[src/rtl/ps2_pkg.sv]
// Shared PS/2 definitions: host transmitter states, frame geometry, timing
// conversion and parity helpers, plus common keyboard command bytes.
package ps2_pkg;

    typedef enum logic [2:0] {
        IDLE,
        INHIBIT,
        SEND,
        ACK,
        WAIT_IDLE,
        ERROR
    } Ps2TxState_t;

    localparam int PS2_FRAME_BITS = 10;
    localparam int HZ_PER_MHZ     = 1000000;

    localparam logic [7:0] PS2_CMD_SET_LEDS = 8'hED;
    localparam logic [7:0] PS2_CMD_RESET    = 8'hFF;

    // Integer MHz first so large TIMEOUT_US values stay inside 32 bits.
    function automatic int us_to_cycles(input int clock_hz, input int us);
        return clock_hz / HZ_PER_MHZ * us;
    endfunction

    function automatic logic odd_parity(input logic [7:0] d);
        return ~^d;
    endfunction

endpackage

[src/rtl/ps2_line_filter.sv]
// Synchronizes one raw open-drain PS/2 line and accepts a level change only
// after it has held for FILTER_LEN cycles; flags the accepted 1->0 edge.
module ps2_line_filter #(
    parameter int FILTER_LEN = 8
) (
    input  logic clk,
    input  logic rst,
    input  logic line_in,
    output logic line_out,
    output logic fall
);

    localparam int                CNT_W    = $clog2(FILTER_LEN + 1);
    localparam logic [CNT_W-1:0]  CNT_LAST = CNT_W'(FILTER_LEN - 1);

    logic [1:0]       sync;
    logic [CNT_W-1:0] cnt;

    always_ff @(posedge clk or negedge rst) begin
        if (!rst) begin
            sync     <= 2'b11;
            line_out <= 1'b1;
            cnt      <= '0;
            fall     <= 1'b0;
        end else begin
            sync <= {sync[0], line_in};
            fall <= 1'b0;
            // Any cycle agreeing with the current output restarts the run.
            if (sync[1] == line_out) begin
                cnt <= '0;
            end else if (cnt == CNT_LAST) begin
                line_out <= sync[1];
                cnt      <= '0;
                fall     <= line_out;
            end else begin
                cnt <= cnt + 1'b1;
            end
        end
    end

endmodule

[src/rtl/ps2_host_transmitter.sv]
// Host-to-device PS/2 command sender: inhibit, start bit, 8 data bits, odd
// parity, stop, device ACK, with a watchdog on the device clock.
module ps2_host_transmitter
    import ps2_pkg::*;
#(
    parameter int CLOCK_FREQUENCY = 100000000,
    parameter int INHIBIT_US      = 100,
    parameter int TIMEOUT_US      = 15000,
    parameter int FILTER_LEN      = 8
) (
    input  logic       clk,
    input  logic       rst,
    input  logic       txStart,
    input  logic [7:0] txData,
    output logic       txReady,
    output logic       txDone,
    output logic       txError,
    output logic       rxInhibit,
    input  logic       ps2ClkIn,
    input  logic       ps2DataIn,
    output logic       ps2ClkDriveLow,
    output logic       ps2DataDriveLow
);

    localparam int INHIBIT_CYCLES = us_to_cycles(CLOCK_FREQUENCY, INHIBIT_US);
    localparam int TIMEOUT_CYCLES = us_to_cycles(CLOCK_FREQUENCY, TIMEOUT_US);
    localparam int INH_W          = $clog2(INHIBIT_CYCLES + 1);
    localparam int WD_W           = $clog2(TIMEOUT_CYCLES + 1);

    localparam logic [INH_W-1:0] INH_LAST = INH_W'(INHIBIT_CYCLES - 1);
    localparam logic [WD_W-1:0]  WD_LAST  = WD_W'(TIMEOUT_CYCLES - 1);
    localparam logic [3:0]       IDX_STOP = 4'(PS2_FRAME_BITS - 1);

    Ps2TxState_t               state, state_n;
    logic [PS2_FRAME_BITS-1:0] frame;
    logic [3:0]                idx;
    logic [INH_W-1:0]          inh_cnt;
    logic [WD_W-1:0]           wd_cnt;
    logic                      data_low;
    logic                      clk_f, clk_fall;
    logic                      data_f, data_fall_unused;
    logic                      wd_expired;

    ps2_line_filter #(.FILTER_LEN(FILTER_LEN)) u_clk_filter (
        .clk      (clk),
        .rst      (rst),
        .line_in  (ps2ClkIn),
        .line_out (clk_f),
        .fall     (clk_fall)
    );

    ps2_line_filter #(.FILTER_LEN(FILTER_LEN)) u_data_filter (
        .clk      (clk),
        .rst      (rst),
        .line_in  (ps2DataIn),
        .line_out (data_f),
        .fall     (data_fall_unused)
    );

    assign wd_expired = (wd_cnt == WD_LAST);

    always_comb begin
        state_n = state;
        case (state)
            IDLE:      if (txStart) state_n = INHIBIT;
            INHIBIT:   if (inh_cnt == INH_LAST) state_n = SEND;
            SEND: begin
                if (clk_fall) begin
                    if (idx == IDX_STOP) state_n = ACK;
                end else if (wd_expired) begin
                    state_n = ERROR;
                end
            end
            ACK: begin
                if (clk_fall)        state_n = data_f ? ERROR : WAIT_IDLE;
                else if (wd_expired) state_n = ERROR;
            end
            WAIT_IDLE: begin
                if (clk_f && data_f) state_n = IDLE;
                else if (wd_expired) state_n = ERROR;
            end
            ERROR:     state_n = IDLE;
            default:   state_n = IDLE;
        endcase
    end

    always_ff @(posedge clk or negedge rst) begin
        if (!rst) begin
            state    <= IDLE;
            frame    <= '0;
            idx      <= '0;
            inh_cnt  <= '0;
            wd_cnt   <= '0;
            data_low <= 1'b0;
        end else begin
            state <= state_n;
            case (state)
                IDLE: begin
                    if (txStart) begin
                        frame   <= {1'b1, odd_parity(txData), txData};
                        idx     <= '0;
                        inh_cnt <= '0;
                    end
                end
                INHIBIT: begin
                    inh_cnt <= inh_cnt + 1'b1;
                    wd_cnt  <= '0;
                end
                SEND, ACK, WAIT_IDLE: begin
                    wd_cnt <= clk_fall ? '0 : wd_cnt + 1'b1;
                    if (state == SEND && clk_fall) begin
                        data_low <= ~frame[idx];
                        idx      <= idx + 4'd1;
                    end
                end
                default: ;
            endcase
            // Start bit is held into SEND until the device's first clock.
            if (state == INHIBIT && state_n == SEND) data_low <= 1'b1;
            if (state_n inside {ACK, ERROR, IDLE})   data_low <= 1'b0;
        end
    end

    assign txReady         = (state == IDLE);
    assign txDone          = (state == WAIT_IDLE) && clk_f && data_f;
    assign txError         = (state == ERROR);
    assign rxInhibit       = (state inside {INHIBIT, SEND, ACK, WAIT_IDLE}) && !txDone;
    assign ps2ClkDriveLow  = (state == INHIBIT);
    assign ps2DataDriveLow = data_low || (state == INHIBIT && inh_cnt == INH_LAST);

endmodule

[config.mk]
export PLATFORM = sky130hd
export DESIGN_NAME = ps2_host_transmitter
export DESIGN_NICKNAME = d
export VERILOG_FILES = /design/src/rtl/ps2_pkg.sv /design/src/rtl/ps2_line_filter.sv /design/src/rtl/ps2_host_transmitter.sv
export SDC_FILE = /design/constraint.sdc
export NUM_CORES = 1
export LEC_CHECK = 0
export BUFFER_PORTS_ARGS = -buffer_cell sky130_fd_sc_hd__clkbuf_2
export CORE_ASPECT_RATIO = 0.8
export CORE_MARGIN = 2
export CORE_UTILIZATION = 35
export CTS_BUF_LIST = sky130_fd_sc_hd__clkbuf_8
export DETAILED_ROUTE_END_ITERATION = 12
export PLACE_DENSITY_LB_ADDON = 0.1
export SLEW_MARGIN = 15
export SYNTH_ARGS = -nofsm -noshare
export SYNTH_HDL_FRONTEND = slang
export SYNTH_HIERARCHICAL = 1
export SYNTH_SLANG_ARGS = --single-unit
[constraint.sdc]
create_clock -name clk -period 2.3 [get_ports clk]
set_input_delay 0.23 -clock clk [delete_from_list [all_inputs] [get_ports clk]]
set_output_delay 0.23 -clock clk [all_outputs]
set_load 0.02 [all_outputs]
==> results.sh <==
export IMPL_yosysWarnings=6
export IMPL_cts_buffers=9
export IMPL_post_synth_cell_area_avg_um2=9.52
export IMPL_fin_area_mm2=0.00410
export IMPL_drt_iter0_drc=97
export IMPL_fmax_mhz=466
export IMPL_clock_skew_ns=0.0105
export IMPL_clock_latency_ns=0.34
export IMPL_seq_power_share_pct=48.4
export IMPL_fin_crit_sh_pct=93.3
export IMPL_postCtsSetupBuffers=0
export IMPL_drive_gt1_share_pct=16.7
export IMPL_viasPerCell=5.00
export IMPL_dp_hpwl_mm=4.99
export IMPL_dr_pass1_iters=4
export IMPL_clk_pin_slew_ns=0.08
export IMPL_die_h_um=93.9
export IMPL_r2r_cells=6
export IMPL_wl_met3_um=224
export IMPL_power_switching_uw=634
export IMPL_min_path_type="in -> reg"
export IMPL_r2r_start="wd_cnt[0]$_DFFE_PN0P_"
export IMPL_finalPower_mw=2.77
export IMPL_post_dp_cell_area_mm2=0.00381
export IMPL_critPathKind="reg -> out"
export IMPL_grt_pass1_vias=2561
export IMPL_ios=19
export IMPL_setup_viol=0
export IMPL_cts_root_buffer_cell="clkbuf_8"
export IMPL_portBuffers=18
export IMPL_r2r_setup_slack_ns=0.20
export IMPL_htree_num_levels=3
export IMPL_cp_required_ns=2.07
export IMPL_endpoint="ps2DataDriveLow"
export IMPL_wl_met2_mm=3.17
export IMPL_finalWirelength_mm=7.36
export IMPL_crit_slowest_cell="dfrtp_1"
export IMPL_syn_inst=371
export IMPL_num_rows=32
export IMPL_maxCapViolations=0
export IMPL_path_max_fanout=10
export IMPL_worstSetupEndpointType="output pin"
export IMPL_num_antenna_cells=0
export IMPL_pwr_share_clk_pct=44.3
export IMPL_r2r_end="state[0]$_DFF_PN0_"
export IMPL_syn_nets=390
export IMPL_area_growth_pct=16.0
export IMPL_place_gp_congestion=0.801
export IMPL_routed_top_layer="met4"
export IMPL_swShare_pct=22.9
export IMPL_num_vias=2692
export IMPL_peakVddDrop_mv=0.358
export IMPL_tightest_slew_ns=0.577
export IMPL_synth_area_mm2=0.00353
export IMPL_die_w_um=116
export IMPL_slew_violations=0
export IMPL_ant_nets=0
export IMPL_crit_family="simple AND/OR/NAND/NOR gates"
export IMPL_wl_met1_mm=3.94
export IMPL_start_kind="flop"
export IMPL_antenna_found_initial=0
export IMPL_grt_pass1_wl_mm=12.7
export IMPL_min_period_ns=2.15
export IMPL_status="completed"
export IMPL_combPwrFrac_pct=7.3
export IMPL_cts_path_max_buffers=2
export IMPL_crit_path_start="state[2]$_DFF_PN0_"
export IMPL_path_cells="or3b_4, nor2_2, nand2_1, nand2b_1, clkbuf_2"
export IMPL_powerDensity_mw_per_mm2=675
export IMPL_core_area_mm2=0.00973
export IMPL_avgRoutedWirePerCell_um=13.7
export IMPL_cpPeakStageDelay_ns=0.49
export IMPL_leakage_nw=1.84
export IMPL_nets=416
export IMPL_p_int_mw=2.13
export IMPL_critPathArrivalTime_ns=1.92
export IMPL_initial_core_util_pct=36.3
export IMPL_slew_headroom_pct=61.5
export IMPL_cts_sinks=68
export IMPL_drcViolationCount=0
export IMPL_path_buf_inv=1
export IMPL_grt_max_degree=69
export IMPL_cts_tree="done"
export IMPL_crit_cells=5
export IMPL_globalRouteOverflowTotal=0
export IMPL_dieArea_mm2=0.0109
export IMPL_grt_use_total_pct=14.9
export IMPL_final_hold_viol_count=0
[worst reg2reg max path: cells and delay by family, from the launching register on]
family                   cells  cell delay, ns
AO/OA/AOI/OAI                1            0.30
AND/OR/NAND/NOR              4            0.97
adder cells (fa/ha/maj)      1            0.27
flip-flops                   1            0.45
[through the flow]
stage / TNS [ns] / setup slack [ns] / hold WS (ns) / utilization [%] / std cells
2_1_floorplan: 0 / 0.343 / -0.0656 / - / 371
3_3_place_gp: 0 / 0.257 / 0.287 / 39.2 / 519
3_5_place_dp: 0 / 0.218 / 0.290 / 39.2 / 519
4_1_cts: 0 / 0.0530 / 0.0843 / 42.1 / 538
5_1_grt: -0.00939 / -0.00939 / 0.0940 / 42.1 / 538
6_report: 0 / 0.154 / 0.102 / 42.1 / 538
[layout by cell type (no fill, tap or decap), types with 4 or more instances in the layout]
master / n
a31oi_1: 9
nand4_1: 5
and4_1: 4
ha_1: 6
nand2_1: 60
and3_1: 9
buf_4: 9
clkbuf_2: 17
inv_1: 8
nor3b_1: 4
dfrtp_1: 62
o21ai_0: 37
nor3_1: 6
nor2b_1: 7
mux2i_1: 5
or3_1: 4
nand3_1: 25
xnor2_1: 16
clkbuf_8: 10
a21oi_1: 7
dfstp_2: 6
nand2b_1: 4
nor2_1: 13
[state kept, by name, summed over array words and instances, names as in the netlist]
signal                  cells
data_low                    1
frame                      10
idx                         4
inh_cnt                    14
state                       3
u_clk_filter/cnt            4
u_clk_filter/fall           1
u_clk_filter/line_out       1
u_clk_filter/sync           2
u_data_filter/cnt           4
u_data_filter/line_out      1
u_data_filter/sync          2
wd_cnt                     21
[repair_timing]
action	4_1_cts	5_1_grt
hold buffers	3	0
pin swaps	0	0
setup endpoints to repair	1	1
gates resized for setup	1	1
endpoints found under the hold margin	64	0
[final cells by class]
type	instances	area, um^2
fillers	948	5630
multi-input cells	279	1730
flip-flops and latches	68	1710
repair buffers	31	208
well taps	136	170
clock buffers	10	138
clock inverters	6	111
inverters	8	30.0
[worst min-delay path by stage]
stage | from | to | slack (ns) | depth (start not counted)
finish | txData[0] | frame[0]$_DFFE_PN0P_ | 0.10 | 3
global route | txData[5] | frame[5]$_DFFE_PN0P_ | 0.09 | 3
CTS | txData[0] | frame[0]$_DFFE_PN0P_ | 0.08 | 3
detailed placement | rst | frame[4]$_DFFE_PN0P_ | 0.29 | 2
global placement | rst | frame[5]$_DFFE_PN0P_ | 0.29 | 2
floorplan | rst | data_low$_DFFE_PN0P_ | -0.07 | 0
[power by group through the flow]
stage	sequential, mW	combinational [mW]	clock [mW]
3_3_place_gp	1.36	0.203	0
4_1_cts	1.34	0.209	1.27
5_1_grt	1.36	0.240	1.32
2_1_floorplan	1.34	0.140	0
6_report	1.34	0.203	1.23
3_5_place_dp	1.36	0.202	0
[routing by layer]
layer / vias to the layer above / global-route usage, %
met5: - / 0
met4: 0 / 4.37
met3: 2 / 4.71
met2: 33 / 20.6
met1: 1268 / 22.0
li1: 1389 / -
Power figures use the tool's default switching activity.
